<file path="src/rtl/div_pkg.sv">
// Shared types and sizing for the HI/LO divide controller and its restoring step.
package div_pkg;
   localparam int DIV_WIDTH = 32;
   localparam int DIV_ITERS = 32;
   localparam int CNT_W     = 6;

   typedef enum logic [2:0] {
      IDLE,
      PREP,
      ITER,
      FIX,
      DONE
   } div_state_e;
endpackage

</file>
<file path="src/rtl/div_step.sv">
// One combinational restoring shift-subtract step: shift in the next dividend bit, trial-subtract the divisor.
module div_step
   import div_pkg::*;
(
   input  logic [DIV_WIDTH-1:0] rem_in,
   input  logic [DIV_WIDTH-1:0] dsr,
   input  logic                 bit_in,
   output logic [DIV_WIDTH-1:0] rem_out,
   output logic                 q_bit
);

   logic [DIV_WIDTH:0] shifted;
   logic [DIV_WIDTH:0] diff;

   // rem_in < dsr keeps shifted below 2*dsr, so the top bit of diff is a clean borrow flag.
   always_comb begin
      shifted = {rem_in, bit_in};
      diff    = shifted - {1'b0, dsr};
      q_bit   = ~diff[DIV_WIDTH];
      rem_out = q_bit ? diff[DIV_WIDTH-1:0] : shifted[DIV_WIDTH-1:0];
   end

endmodule

</file>
<file path="src/rtl/hilo_div_ctrl.sv">
// Multi-cycle DIV/DIVU controller writing quotient to LO and remainder to HI.
// Optional HILO_DIV_EARLY_EXIT_EN skips iteration when the quotient is trivially zero.
module hilo_div_ctrl
   import div_pkg::*;
(
   input  logic        clk,
   input  logic        rst_n,
   input  logic        start,
   input  logic        is_signed,
   input  logic [31:0] a,
   input  logic [31:0] b,
   input  logic        cancel,
   output logic        busy,
   output logic        done,
   output logic [31:0] hi,
   output logic [31:0] lo
);

   localparam logic [CNT_W-1:0] LAST_CNT = CNT_W'(DIV_ITERS - 1);

   div_state_e           state_q, state_d;
   logic [CNT_W-1:0]     cnt_q, cnt_d;
   logic [DIV_WIDTH-1:0] hi_q, hi_d;
   logic [DIV_WIDTH-1:0] lo_q, lo_d;

   logic [DIV_WIDTH-1:0] a_q, a_d;
   logic [DIV_WIDTH-1:0] b_q, b_d;
   logic                 sgn_q, sgn_d;
   logic [DIV_WIDTH-1:0] dvd_q, dvd_d;
   logic [DIV_WIDTH-1:0] dsr_q, dsr_d;
   logic [DIV_WIDTH-1:0] rem_q, rem_d;
   logic                 qneg_q, qneg_d;
   logic                 rneg_q, rneg_d;
   logic                 dz_q, dz_d;

   logic [DIV_WIDTH-1:0] abs_a, abs_b;
   logic [DIV_WIDTH-1:0] step_rem;
   logic                 step_q;
   logic                 early;

   function automatic logic sign_of(input logic [DIV_WIDTH-1:0] v, input logic en);
      sign_of = en & v[DIV_WIDTH-1];
   endfunction

   // Two's-complement negate; 0x80000000 maps to itself, which gives the wrapped overflow result.
   function automatic logic [DIV_WIDTH-1:0] neg_if(input logic [DIV_WIDTH-1:0] v, input logic en);
      logic signed [DIV_WIDTH-1:0] sv;
      sv     = v;
      neg_if = en ? -sv : sv;
   endfunction

   div_step u_step (
      .rem_in  (rem_q),
      .dsr     (dsr_q),
      .bit_in  (dvd_q[DIV_WIDTH-1]),
      .rem_out (step_rem),
      .q_bit   (step_q)
   );

   always_comb begin
      abs_a = neg_if(a_q, sign_of(a_q, sgn_q));
      abs_b = neg_if(b_q, sign_of(b_q, sgn_q));
`ifdef HILO_DIV_EARLY_EXIT_EN
      early = (b_q == '0) || (abs_a < abs_b);
`else
      early = 1'b0;
`endif
   end

   always_comb begin
      state_d = state_q;
      cnt_d   = cnt_q;
      hi_d    = hi_q;
      lo_d    = lo_q;
      a_d     = a_q;
      b_d     = b_q;
      sgn_d   = sgn_q;
      dvd_d   = dvd_q;
      dsr_d   = dsr_q;
      rem_d   = rem_q;
      qneg_d  = qneg_q;
      rneg_d  = rneg_q;
      dz_d    = dz_q;

      case (state_q)
         IDLE, DONE: begin
            state_d = IDLE;
            if (start) begin
               a_d     = a;
               b_d     = b;
               sgn_d   = is_signed;
               state_d = PREP;
            end
         end
         PREP: begin
            dvd_d   = abs_a;
            dsr_d   = abs_b;
            rem_d   = '0;
            qneg_d  = sign_of(a_q, sgn_q) ^ sign_of(b_q, sgn_q);
            rneg_d  = sign_of(a_q, sgn_q);
            dz_d    = (b_q == '0);
            cnt_d   = '0;
            state_d = ITER;
            if (early) begin
               dvd_d   = '0;
               rem_d   = (b_q == '0) ? '0 : abs_a;
               state_d = FIX;
            end
         end
         // The dividend register doubles as the quotient: bits leave at the top, quotient bits enter at the bottom.
         ITER: begin
            dvd_d = {dvd_q[DIV_WIDTH-2:0], step_q};
            rem_d = step_rem;
            cnt_d = cnt_q + 1'b1;
            if (cnt_q == LAST_CNT) begin
               state_d = FIX;
            end
         end
         FIX: begin
            lo_d    = dz_q ? '0 : neg_if(dvd_q, qneg_q);
            hi_d    = dz_q ? '0 : neg_if(rem_q, rneg_q);
            cnt_d   = '0;
            state_d = DONE;
         end
         default: state_d = IDLE;
      endcase

      if (cancel) begin
         state_d = IDLE;
         cnt_d   = '0;
         hi_d    = hi_q;
         lo_d    = lo_q;
      end
   end

   always_ff @(posedge clk or negedge rst_n) begin
      if (!rst_n) begin
         state_q <= IDLE;
         cnt_q   <= '0;
         hi_q    <= '0;
         lo_q    <= '0;
      end else begin
         state_q <= state_d;
         cnt_q   <= cnt_d;
         hi_q    <= hi_d;
         lo_q    <= lo_d;
      end
   end

   always_ff @(posedge clk) begin
      a_q    <= a_d;
      b_q    <= b_d;
      sgn_q  <= sgn_d;
      dvd_q  <= dvd_d;
      dsr_q  <= dsr_d;
      rem_q  <= rem_d;
      qneg_q <= qneg_d;
      rneg_q <= rneg_d;
      dz_q   <= dz_d;
   end

   assign busy = (state_q == PREP) || (state_q == ITER) || (state_q == FIX);
   assign done = (state_q == DONE);
   assign hi   = hi_q;
   assign lo   = lo_q;

endmodule

</file>
<file path="config.mk">
export PLATFORM = sky130hd
export DESIGN_NAME = hilo_div_ctrl
export DESIGN_NICKNAME = d
export VERILOG_FILES = /design/src/rtl/div_pkg.sv /design/src/rtl/div_step.sv /design/src/rtl/hilo_div_ctrl.sv
export SDC_FILE = /design/constraint.sdc
export NUM_CORES = 1
export LEC_CHECK = 0
export CAP_MARGIN = 20
export CORE_MARGIN = 3
export CORE_UTILIZATION = 55
export CTS_CLUSTER_DIAMETER = 200
export DETAILED_ROUTE_END_ITERATION = 16
export PLACE_DENSITY = 0.79
export SYNTH_ARGS = -nofsm -noshare
export SYNTH_HDL_FRONTEND = slang
export SYNTH_SLANG_ARGS = --single-unit
</file>
<file path="constraint.sdc">
create_clock -name clk -period 13.7 [get_ports clk]
set_clock_uncertainty 0.15 [all_clocks]
set_input_delay 2.055 -clock clk [delete_from_list [all_inputs] [get_ports clk]]
set_output_delay 2.055 -clock clk [all_outputs]
set_load 0.01 [all_outputs]
</file>
==> results of run 1 <==
cells by family (layout without fill, tap and decap cells):
logic type      Yosys count  in the layout  synth area share, %
fa+ha+maj                38             38                 3.75
mux                      32             32                 2.49
buf+inv                 103            232                 3.02
xor+xnor                148            148                 10.1
compound gates          298            298                 13.7
flops                   237            237                 52.5
simple gates            390            390                 14.5
synthesized netlist by cell type, drive strengths merged, types with 3 or more instances:
master | number | share of area (%)
a211oi | 5 | 0.29
a21o | 15 | 0.87
a21oi | 55 | 2.1
a31oi | 11 | 0.53
and2 | 9 | 0.44
and3 | 7 | 0.34
buf | 3 | 0.11
clkbuf | 52 | 1.5
dfrtp | 73 | 14
edfxtp | 164 | 38
ha | 37 | 3.6
inv | 48 | 1.4
mux2i | 32 | 2.5
nand2 | 163 | 4.8
nand2b | 9 | 0.44
nand3 | 14 | 0.54
nand3b | 6 | 0.35
nand4 | 3 | 0.15
nor2 | 80 | 2.3
nor2b | 11 | 0.55
nor3 | 21 | 0.82
nor4 | 13 | 0.63
o211ai | 6 | 0.35
o21ai | 140 | 5.5
o21bai | 4 | 0.23
o31ai | 37 | 2.2
o41ai | 13 | 0.88
or2 | 11 | 0.53
or3 | 16 | 0.82
or4 | 18 | 1.2
xnor2 | 54 | 3.7
xor2 | 94 | 6.4
layer usage:
layer,up-vias,GRT usage [%],share of wire [%]
met3,48,3.88,8.3
met4,0,5.37,2.4
met2,369,32.6,42
met1,4499,34.7,48
li1,4717,-,-
met5,-,0.947,0
critical path, stage by stage (launching register included):
cell and delay [ps]:
dfrtp_1 560, nor2_1 110, or2_2 330, inv_1 100, clkdlybuf4s50_1 540
worst max-delay path by stage:
stage / from / end / cells past startpoint
floorplan: state_q[2] / dvd_q[0] / 3
global placement: cancel / lo[16] / 4
detailed placement: cancel / lo[17] / 4
CTS: state_q[1] / busy / 4
global route: state_q[1] / busy / 4
finish: state_q[1] / busy / 4
area by class of cell:
type                       count  area [um2]  area share, %
sequential                   237        6750           44.2
multi-input combinational    906        5760           37.8
timing repair buffer         141        1390           9.10
clock buffer                  34         742           4.86
tap                          313         392           2.57
inverter                      48         180           1.18
clock inverter                 9        43.8          0.287
flip-flops by register name (all words and copies together) (netlist names):
signal,count
qneg_q,1
dsr_q,32
state_q,3
a_q,32
b_q,32
hi,32
cnt_q,6
lo,32
dvd_q,32
dz_q,1
sgn_q,1
rneg_q,1
rem_q,32
stage by stage:
stage	power [mW]	hold slack, ps
3_5_place_dp	1.36	317
6_report	1.99	325
5_1_grt	2.08	351
4_1_cts	2.00	330
2_1_floorplan	1.18	320
3_3_place_gp	1.34	313
power groups by stage:
| stage | registers, mW | clock network (mW) | logic, mW |
|---|---|---|---|
| floorplan | 0.941 | 0 | 0.241 |
| global placement | 0.943 | 0 | 0.399 |
| detailed placement | 0.946 | 0 | 0.410 |
| CTS | 0.932 | 0.651 | 0.414 |
| global route | 0.944 | 0.683 | 0.456 |
| finish | 0.934 | 0.637 | 0.414 |
==> impl.org, run 1 <==
** Worst setup path
- Required time at the endpoint of the critical path :: between 10,000 and 15,000 ps
- Path type of the worst setup path :: flip-flop to output port
- FF-to-FF path depth :: 10
- FF-to-FF End :: rem_q[4]
- Worst Setup Start Kind :: flip-flop
- Setup slack of the worst register-to-register path :: around 9600 ps
- Critical R2R Launch :: rem_q[6]
- In this run the worst path has a maximum fanout of 9.
- Crit end category :: output port
- Data on the critical path arrives at its endpoint at 2170 ps.

** Timing
- Counting I/O delays and the setup requirement, the final critical path takes between 4000 and 5000 ps.
- RSZ-0062 raised after global routing :: no
- For this run, the top clock speed supported by timing is roughly 230 MHz.
- The worst path uses between 30% and 40% of the clock period.
- Count of pins over their slew limit :: 0
- Summed over all failing endpoints, the final setup total negative slack is 0 ps.
- Setup-failing EPs final :: 0
- The worst pin sits at a relative slew slack of 36.7%.
- Worst-margin pin slew :: between 900 and 1000 ps
- Across all setup checks in the final design, the least slack found is ~9300 ps.
- Hold Vio Cnt, Final :: 0

** Synthesis
- Share of async-settable or async-resettable flops after synthesis :: a little under a third
- A synthesized cell averages ~10 um2.
- The number of nets handed over by synthesis was approximately 1.4k.
- Synthesized area :: between 10,000 and 15,000 um2
- Number of warnings reported in the yosys synthesis log :: 0
- In this run, synthesis inferred between 150 and 200 flip-flops with an integrated enable.
- For this run, the register share of the synthesized area comes to a little over half.
- Top flip-flop cell by instance count after synthesis :: edfxtp_1
- In the synthesized netlist, the number of instances is between 1k and 1.5k.
- Number of different library cells in the post-synthesis netlist :: 56
- Post-synthesis register bit count :: 237

** Global routing
- The total overflow left after global routing is 0.
- The via count of the first global-routing pass came to about 9k.
- GRT Util Overall :: between 20% and 30%
- Number of antenna violations at the first check in global routing :: 0
- Entering global routing, the biggest net connects between 70 and 80 pins.
- Global-route wire length before repair :: roughly 47 mm

** CTS
- Latest clock arrival within the worst-skew pair :: around 530 ps
- TritonCTS clock tree :: yes
- Number of gates given a new drive strength after cts :: 0
- Buffers added to address setup during post-CTS repair amount to 0.
- CTS root buf :: clkbuf_16
- After clock tree synthesis, the clock-pin slew on the worst setup and hold paths is about 60 ps.
- Clock buffers created by TritonCTS :: 26
- # hold bufs at CTS :: 0
- In this run the number of H-tree levels came out at 1.
- Counting along the longest clock path gives a buffer depth of 3.
- Count of clock tree sinks :: 237

** Place
- The number of placed instances, taps included, is 1,645.
- Pre-CTS worst setup slack :: approximately 9500 ps
- Once placement finished, the instance area stood at 14,500 um2.
- The count of buffers added on input and output ports is 134.
- HPWL Detailed :: between 20 and 25 mm
- Final weighted congestion in routability-driven placement :: between 0.9 and 1

** Power and ir drop
- Pwr dens :: between 100 and 150 nW/um2
- Clock network fraction of total power :: between 30% and 40%
- Internal power summed over all cells :: between 1 and 1.5 mW
- Switching Power :: 0.552 mW
- In this run the static leakage power is between 5 and 6 nW.
- The share of total power dissipated in combinational logic is about a fifth.
- In this run, flip-flops and latches consume between 40 and 50% of the power.
- In this run switching power makes up around 28% of total power.
- Largest vdd supply drop :: between 0.00009 and 0.0001 V

** Floorplan
- For this design the top-level I/O count stands at ~140.
- Core Area :: between 20,000 and 25,000 um2
- The floorplan has 55 rows.
- Die width :: roughly 160 um
- For this configuration, the core starts out at a cell density of 56.3%.
- Die outline height :: approximately 160 um
- The floorplan step defined a die boundary enclosing ~25,000 um2.

** Drt
- Count of unresolved DRC violations after routing :: 0
- In the final routed layout, each cell accounts on average for 17.1 um.
- Total via count in the routed design :: just under 10k
- In the routed layout, each cell is associated on average with a via count of 5.71.
- Number of DRC markers in iteration 0 :: 815
- Before antenna repair, the detailed router went through 8 iterations.
- The detail route stage leaves a number of antenna-violating nets equal to 0.
- Total length of routed wires :: roughly 29 mm

** Cells and area
- The finished cells cover roughly 15,000 um2.
- Layout-stage area growth over the synthesis result :: 18.6%
- Excluding fillers, the count of instances in the completed layout stands at between 1.5k and 2k.
- Number of antenna repair diodes :: 0
- Top library cells by usage in the layout, fill and taps aside :: edfxtp_1, nand2_1, o21ai_0
- Counting the fill cells in the layout gives 1,857.
- Utilization after layout :: between 60% and 70%
- Share of cells above drive strength 1 :: a little over 5%
- Number of nets in the finished design :: roughly 1.5k
- The library cell used most frequently in the layout, excluding fill and tap cells, is edfxtp_1.

** Job
- Across the run, the number of max-cap violations was 0.

** Worst hold path
- In this run the most critical hold path is launched from lo[27].
- For hold timing, the worst endpoint is lo[27].
- Worst Hold Depth :: 2
- The min-delay analysis places its worst path in the category flip-flop to flip-flop.

** Status
- The run finished with clean final reports.
No activity file was read; power rests on OpenSTA's default activity.
==> run 2, diff against run 1 <==
Settings changed: CORE_UTILIZATION 55 to 52, PLACE_DENSITY 0.79 to 0.78.
Clock period 13.7 ns to 3.9 ns, I/O delays scaled along.
==> run 2 against run 1 <==
  * Non-clock buffer count is 13 higher
  * Sequential cell count stayed put
  * Cell area is 0.75% higher
  * Combinational power grew to 3.6 times the previous value
  * Sequential power grew to 3.5 times the previous value
  * Utilization is 2.4 points lower
  * Global-route usage is 0.99 points lower
  * Count of clock-buffer cells in the layout is 4 higher
  * Critical path depth is 5 higher
  * Clock power grew to 3.5 times the previous value
  * Critical endpoint is now hi[28]
  * Largest power group unchanged
==> impl.org, run 2 (same netlist as run 1, synthesis figures left out) <==
** Place
- Port buffering added ~130 buffers.
- HPWL Detailed :: around 21 mm
- Final weighted congestion in routability-driven placement :: 0.890
- OpenSTA, run right after detailed placement, puts the worst setup slack at 366 ps.
- Once placement finished, the instance area stood at 14,600 um2.

** Worst setup path
- Most frequent CP cell :: or4_4
- Cell type of the slowest stage on the worst timing path :: or4_4
- Highest net fanout along the worst path :: 5
- Worst Setup Start Kind :: flip-flop
- The largest single stage delay on the critical path is around 560 ps.
- The endpoint identified for the worst register-to-register timing path is hi[28].
- The critical path is of the flip-flop to flip-flop type.
- The worst register-to-register path has a depth of 9.
- The number of buffers and inverters on the critical path is 0.
- Data arrives at the worst endpoint at 3770 ps.
- For flop-to-flop paths, the worst setup slack is 360 ps.
- The worst register-to-register path begins at rem_q[9].
- Crit end category :: flip-flop
- Traced cell by cell, the critical path runs through or4_4 > or3_1 > or3_4 > or4_4 > or2_1 > or4_4 > o21ai_2 > xor2_1 > o31ai_1.
- For the worst setup path, the data required time is 4130 ps.
- Worst path top cell family by delay :: simple AND/OR/NAND/NOR gates

** Timing
- Highest clock frequency the design can meet :: around 280 MHz
- Setup-failing EPs final :: 0
- Setup repair after global routing left no endpoint under its margin.
- On the final layout, the worst hold slack is around 320 ps.
- Count of pins over their slew limit :: 0
- Max-slew headroom at the worst pin :: 35.4%
- Crit path setup slack, layout :: between 300 and 400 ps
- The final critical path takes up roughly 91% of the cycle.
- Hold Vio Cnt, Final :: 0
- For the finished layout, the period the worst path requires is between 3000 and 4000 ps.
- Worst-margin pin slew :: 969 ps
- Aggregate negative setup slack :: 0 ps

** CTS
- TritonCTS created 25 clock buffers.
- CTS built an H-tree with a depth of 1.
- After clock tree synthesis, the clock-pin slew on the worst setup and hold paths is roughly 60 ps.
- CTS root buf :: clkbuf_16
- Number of gates given a new drive strength after cts :: 0
- Maximum buffer depth of the clock tree :: 3
- TritonCTS built the clock tree.
- The clock reaches the later pin of the worst-skew pair after about 530 ps.
- Count of clock tree sinks :: between 200 and 250

** Worst hold path
- In this run the worst hold path is classified as flip-flop to flip-flop.
- Worst Hold Depth :: 2
- In this run the most critical hold path is launched from lo[16].
- The path with the worst hold slack has its endpoint at lo[16].

** Power and ir drop
- Total power for the finished layout comes to 6.99 mW.
- VDD sags by at most 0.000353 V.
- The analysis attributes to cell leakage a power of around 6 nW.
- In this run the power density over the cells is between 400 and 500 nW/um2.

** Cells and area
- In the layout the commonest cells are edfxtp_1, nand2_1, o21ai_0.
- The library cell used most frequently in the layout, excluding fill and tap cells, is edfxtp_1.
- Summing all non-filler instances in the final layout gives an area of between 15,000 and 20,000 um2.
- Across the whole layout, storage elements account for approximately 6800 um2.
- Number of filler cells placed in the layout :: 1,911
- 0 antenna diodes ended up in the layout.
- Layout-stage area growth over the synthesis result :: 19.4%
- Number of nets in the finished design :: approximately 1.5k
- Area occupied by multi-input gates :: about 5800 um2
- Cells with a size suffix above 1 make up between 5 and 6% of the layout.

** Drt
- Highest Signal Layer :: met4
- After the first detailed-routing iteration, the DRC count stood at ~870.
- DRT Pass-1 Iters :: 7
- Using the TritonRoute via totals, the vias-per-cell ratio works out to about 5.6.
- Met3 wirelength from detailed routing :: approximately 2.4 mm
- Total length of routed wires :: 28.5 mm
- In the routed design, unresolved DRC markers number 0.
- Met2 wirelength from detailed routing :: around 12 mm
- Routed Antenna Nets :: 0
- Average wire per standard cell :: between 15 and 20 um
- Metal-1 WL :: approximately 14 mm
- Total via count in the routed design :: around 9.6k

** Global routing
- Overflow after GRT :: 0
- The via count of the first global-routing pass came to between 8k and 9k.
- Global-route wire length before repair :: between 40 and 50 mm
- Entering global routing, the biggest net connects 74 pins.
- GRT Util Overall :: a little over a fifth
- The initial antenna violation count was 0.

** Status
- The run finished with clean final reports.

** Floorplan
- The die covers ~27,000 um2.
- Initial Util :: roughly 54%
- In this run the standard cell core region covers 23,900 um2.
- After floorplanning, the core was divided into 56 placement rows.
- For this design the top-level I/O count stands at roughly 140.
- In this run the vertical extent of the chip is between 150 and 200 um.
- Die width :: about 160 um

** Job
- The tool flagged a number of max-cap violations equal to 0.
==> run 2: layer usage <==
layer,track usage (%),up-vias
li1,-,4733
met1,33.8,4466
met2,30.9,352
met3,3.12,43
met4,4.65,0
met5,0,-
==> run 2: worst max-delay path by stage <==
stage          depth (start not counted)  slack, ps      from        end
2_1_floorplan                         12        350  rem_q[6]  rem_q[29]
3_3_place_gp                           9        440  rem_q[9]     hi[30]
3_5_place_dp                           9        370    b_q[5]  dsr_q[26]
4_1_cts                                9        350    b_q[5]  dsr_q[27]
5_1_grt                                9        190  rem_q[3]     hi[28]
6_report                               9        360  rem_q[9]     hi[28]
==> run 2: final cells by class <==
type / instances / share of cell area [%]
sequential: 237 / 43.9
multi-input combinational: 906 / 37.5
timing repair buffer: 154 / 9.77
clock buffer: 38 / 4.66
tap: 319 / 2.60
inverter: 48 / 1.17
clock inverter: 7 / 0.415
==> run 2: worst reg2reg max path: stages (launching register included) <==
cell and delay, ps:
edfxtp_1 490, or4_4 560, or3_1 350, or3_4 360, or4_4 430, or2_1 250
or4_4 440, o21ai_2 140, xor2_1 160, o31ai_1 80
==> run 2: power breakdown <==
group          switching (mW)  internal [mW]  total [mW]  leakage [nW]
Sequential              0.246           3.02        3.27          2.54
Combinational           0.763          0.712        1.47          3.05
Clock                   0.921           1.33        2.25         0.376
==> run 2: timing repair <==
item | CTS | global route
hold endpoints to repair | 31 | 0
setup endpoints to repair | 0 | 0
buffers inserted | 0 | 0
hold buffers | 1 | 0
==> run 2: through the flow <==
| stage | utilization (%) | cells |
|---|---|---|
| final | 64.3 | 1709 |
| after global routing | 64.3 | 1709 |
| after CTS | 64.3 | 1709 |
| after detailed placement | 61.0 | 1663 |
| after global placement | 61.0 | 1663 |
| after floorplan | - | 1246 |
==> run 3, diff against run 2 <==
Settings changed: CORE_UTILIZATION 52 to 55, PLACE_DENSITY 0.78 to 0.79, SKIP_CTS_REPAIR_TIMING set to 1.
Clock period 3.9 ns to 3.5 ns, I/O delays scaled along.
==> run 3 against run 2 <==
  * Wire length up 2.6%
  * Non-clock buffer count up 19
  * Cell area is 1.9% higher
  * Final cell count rose by 0.76%
  * Sequential cell count is the same
  * Utilization up 4.2 points
  * Register-to-register slack worse by 300 ps
  * Combinational power rose by 17%
  * Power up 15%
  * Sequential share of layout area fell by 0.81 points
  * Critical endpoint is now hi[30]
  * Highest routed layer unchanged
==> impl.org, run 3 (same netlist as run 1, synthesis figures left out) <==
** Floorplan
- Total die area :: approximately 25,000 um2
- Initial Util :: a little under three fifths
- Die width :: ~160 um
- The floorplan has between 50 and 60 rows.
- The region available for standard cell placement spans 22,800 um2.
- Die outline height :: between 150 and 200 um
- ~140 I/O pins were placed.

** Timing
- Crit path setup slack, layout :: ~57 ps
- Setup violations remaining at the end of the flow were counted as 0.
- Max-slew headroom at the worst pin :: 29.0%
- Setup repair after global routing could not meet its margin everywhere.
- Hold Slack :: roughly 67 ps
- Count of pins over their slew limit :: 0
- The routed design could run at a clock period as short as roughly 3400 ps.
- For the pin with the worst max-slew slack, the measured transition is roughly 1100 ps.
- Static timing analysis puts the maximum clock frequency at around 290 MHz.
- Hold Vio Cnt, Final :: 0
- Summed over all failing endpoints, the final setup total negative slack is 0 ps.
- Of the available clock period, the critical path in the final layout requires between 90% and 100%.

** Worst hold path
- HP Class :: input port to asynchronous set/reset pin

** CTS
- CTS root buf :: clkbuf_16
- In this run the number of H-tree levels came out at 1.
- Clock latency on the worst-skew pair, taken at its later pin, is 520 ps.
- Maximum buffer depth of the clock tree :: 3
- Buffers inserted during clock tree synthesis total 26.
- The clock drives around 240 sinks.
- Clock slew at the register clock pins of the worst setup and hold paths :: 60 ps
- TritonCTS built the clock tree.

** Worst setup path
- Most frequent CP cell :: or4_4
- The startpoint identified for the worst register-to-register timing path is rem_q[10].
- The worst register-to-register path has a setup slack of 60 ps.
- The largest single stage delay on the critical path is ~560 ps.
- The worst setup path is captured at a flip-flop.
- Walking the worst path, the cells encountered are or4_4 > or3_4 > or3_4 > or4_4 > or2_4 > or4_4 > o21ai_2 > xor2_1 > o31ai_1.
- Highest net fanout along the worst path :: 3
- Path type of the worst setup path :: flip-flop to flip-flop
- For the worst flop-to-flop path, the logic depth is 9.
- FF-to-FF End :: hi[30]
- Data on the critical path is required at its endpoint by 3760 ps.
- Cell type of the slowest stage on the worst timing path :: or4_4
- The worst setup path is launched from a flip-flop.
- At the worst endpoint, the arrival time is ~3700 ps.

** Cells and area
- The finished layout holds between 1.5k and 2k standard cells, fillers aside.
- The number of antenna diodes in the final layout is 0.
- Leaving out fill and tap cells, the most frequent cell in the layout is edfxtp_1.
- Top library cells by usage in the layout, fill and taps aside :: edfxtp_1, nand2_1, clkdlybuf4s50_1
- Layout-stage area growth over the synthesis result :: 21.7%
- Utilization after layout :: roughly 69%
- In the final layout, the share of cells above drive strength 1 is around 7.7%.
- Post-route cell area :: 15,700 um2
- Number of nets in the finished design :: about 1.5k

** Place
- HPWL Detailed :: approximately 22 mm
- The placed instances occupy a cell area of roughly 15,000 um2.
- In this run the tool buffered the top-level ports with around 130 buffer cells.
- Final weighted congestion in routability-driven placement :: about 0.9
- Pre-CTS worst setup slack :: 28.1 ps
- DP Cell Count :: around 1.7k

** Drt
- After detailed routing, the number of remaining DRC violations is 0.
- Total via count in the routed design :: 9,710
- After detailed routing, the number of vias per cell comes to between 5 and 6.
- Wires add up to between 20 and 30 mm.
- The first TritonRoute pass finished after 5 iterations.
- Routed Antenna Nets :: 0
- Average wire per standard cell :: 17.0 um
- For this block, the initial DRC count from the detailed router was 874.

** Global routing
- The via count of the first global-routing pass is 9,039.
- For this run the aggregate overflow at the end of global routing stands at 0.
- The first global-routing pass estimated approximately 47 mm of wire.
- Number of antenna violations at the first check in global routing :: 0
- Largest net degree at the start of global routing :: between 70 and 80
- GRT Util Overall :: 22.5%

** Power and ir drop
- Largest vdd supply drop :: approximately 0.0004 V
- Of the total power, the share spent switching nets is 27.2%.
- The clock network burns 33.3% of the power.
- Per report_power, the sequential group accounts for approximately 45% of the total.
- In this run the power density over the cells is 513 nW/um2.
- Internal power comes to between 5 and 6 mW.
- Combinational fraction of design power :: approximately a fifth
- In this run the power spent charging and discharging nets is around 2.2 mW.
- Power comes to 8.04 mW.
- In this run the static leakage power is about 6.1 nW.

** Status
- Outcome :: finished clean

** Job
- Number of max-capacitance violations reported :: 0
==> run 3: changes by cell type in the layout (fill, tap and decap cells not counted), sizes merged <==
cell,previous run,this run
inv,49,48
clkinv,4,3
dlygate4sd3,1,0
clkbuf,38,41
buf,20,39
==> run 3: power by group through the flow <==
stage	registers, mW	clock network [mW]	logic [mW]
floorplan	3.67	0	0.944
global placement	3.67	0	1.65
detailed placement	3.69	0	1.68
CTS	3.64	2.73	1.69
global route	3.68	2.86	1.89
finish	3.64	2.68	1.72
==> run 3: worst max-delay path: cells and delay by family, from the launching register on <==
kind                      cells  cell delay, ps
AOI/OAI and AO/OA             2             340
and+or+nand+nor               6            2360
xor gates and xnor gates      1              80
DFF                           1             400
==> run 3: worst max-delay path by stage <==
stage | start | endpoint
floorplan | rem_q[6] | rem_q[29]
global placement | rem_q[10] | hi[30]
detailed placement | rem_q[10] | hi[30]
CTS | rem_q[10] | hi[30]
global route | rem_q[10] | hi[30]
finish | rem_q[10] | hi[30]
==> run 3: final cells by class <==
class,instances,area [um2]
Inverter,48,180
Sequential cell,237,6750
Clock inverter,5,50.0
Multi-Input combinational cell,906,5790
Tap cell,313,392
Fill cell,1742,7190
Timing Repair Buffer,173,1690
Clock buffer,40,807
==> run 3: routing by layer <==
| metal | routed length (um) | part of all wire, % | GRT usage, % | vias to the layer above |
|---|---|---|---|---|
| met2 | 12200 | 42 | 32.9 | 339 |
| li1 | - | - | - | 4767 |
| met1 | 14200 | 48 | 35.7 | 4566 |
| met5 | 0 | 0 | 0 | - |
| met3 | 2340 | 8.0 | 3.59 | 38 |
| met4 | 510 | 1.7 | 4.30 | 0 |
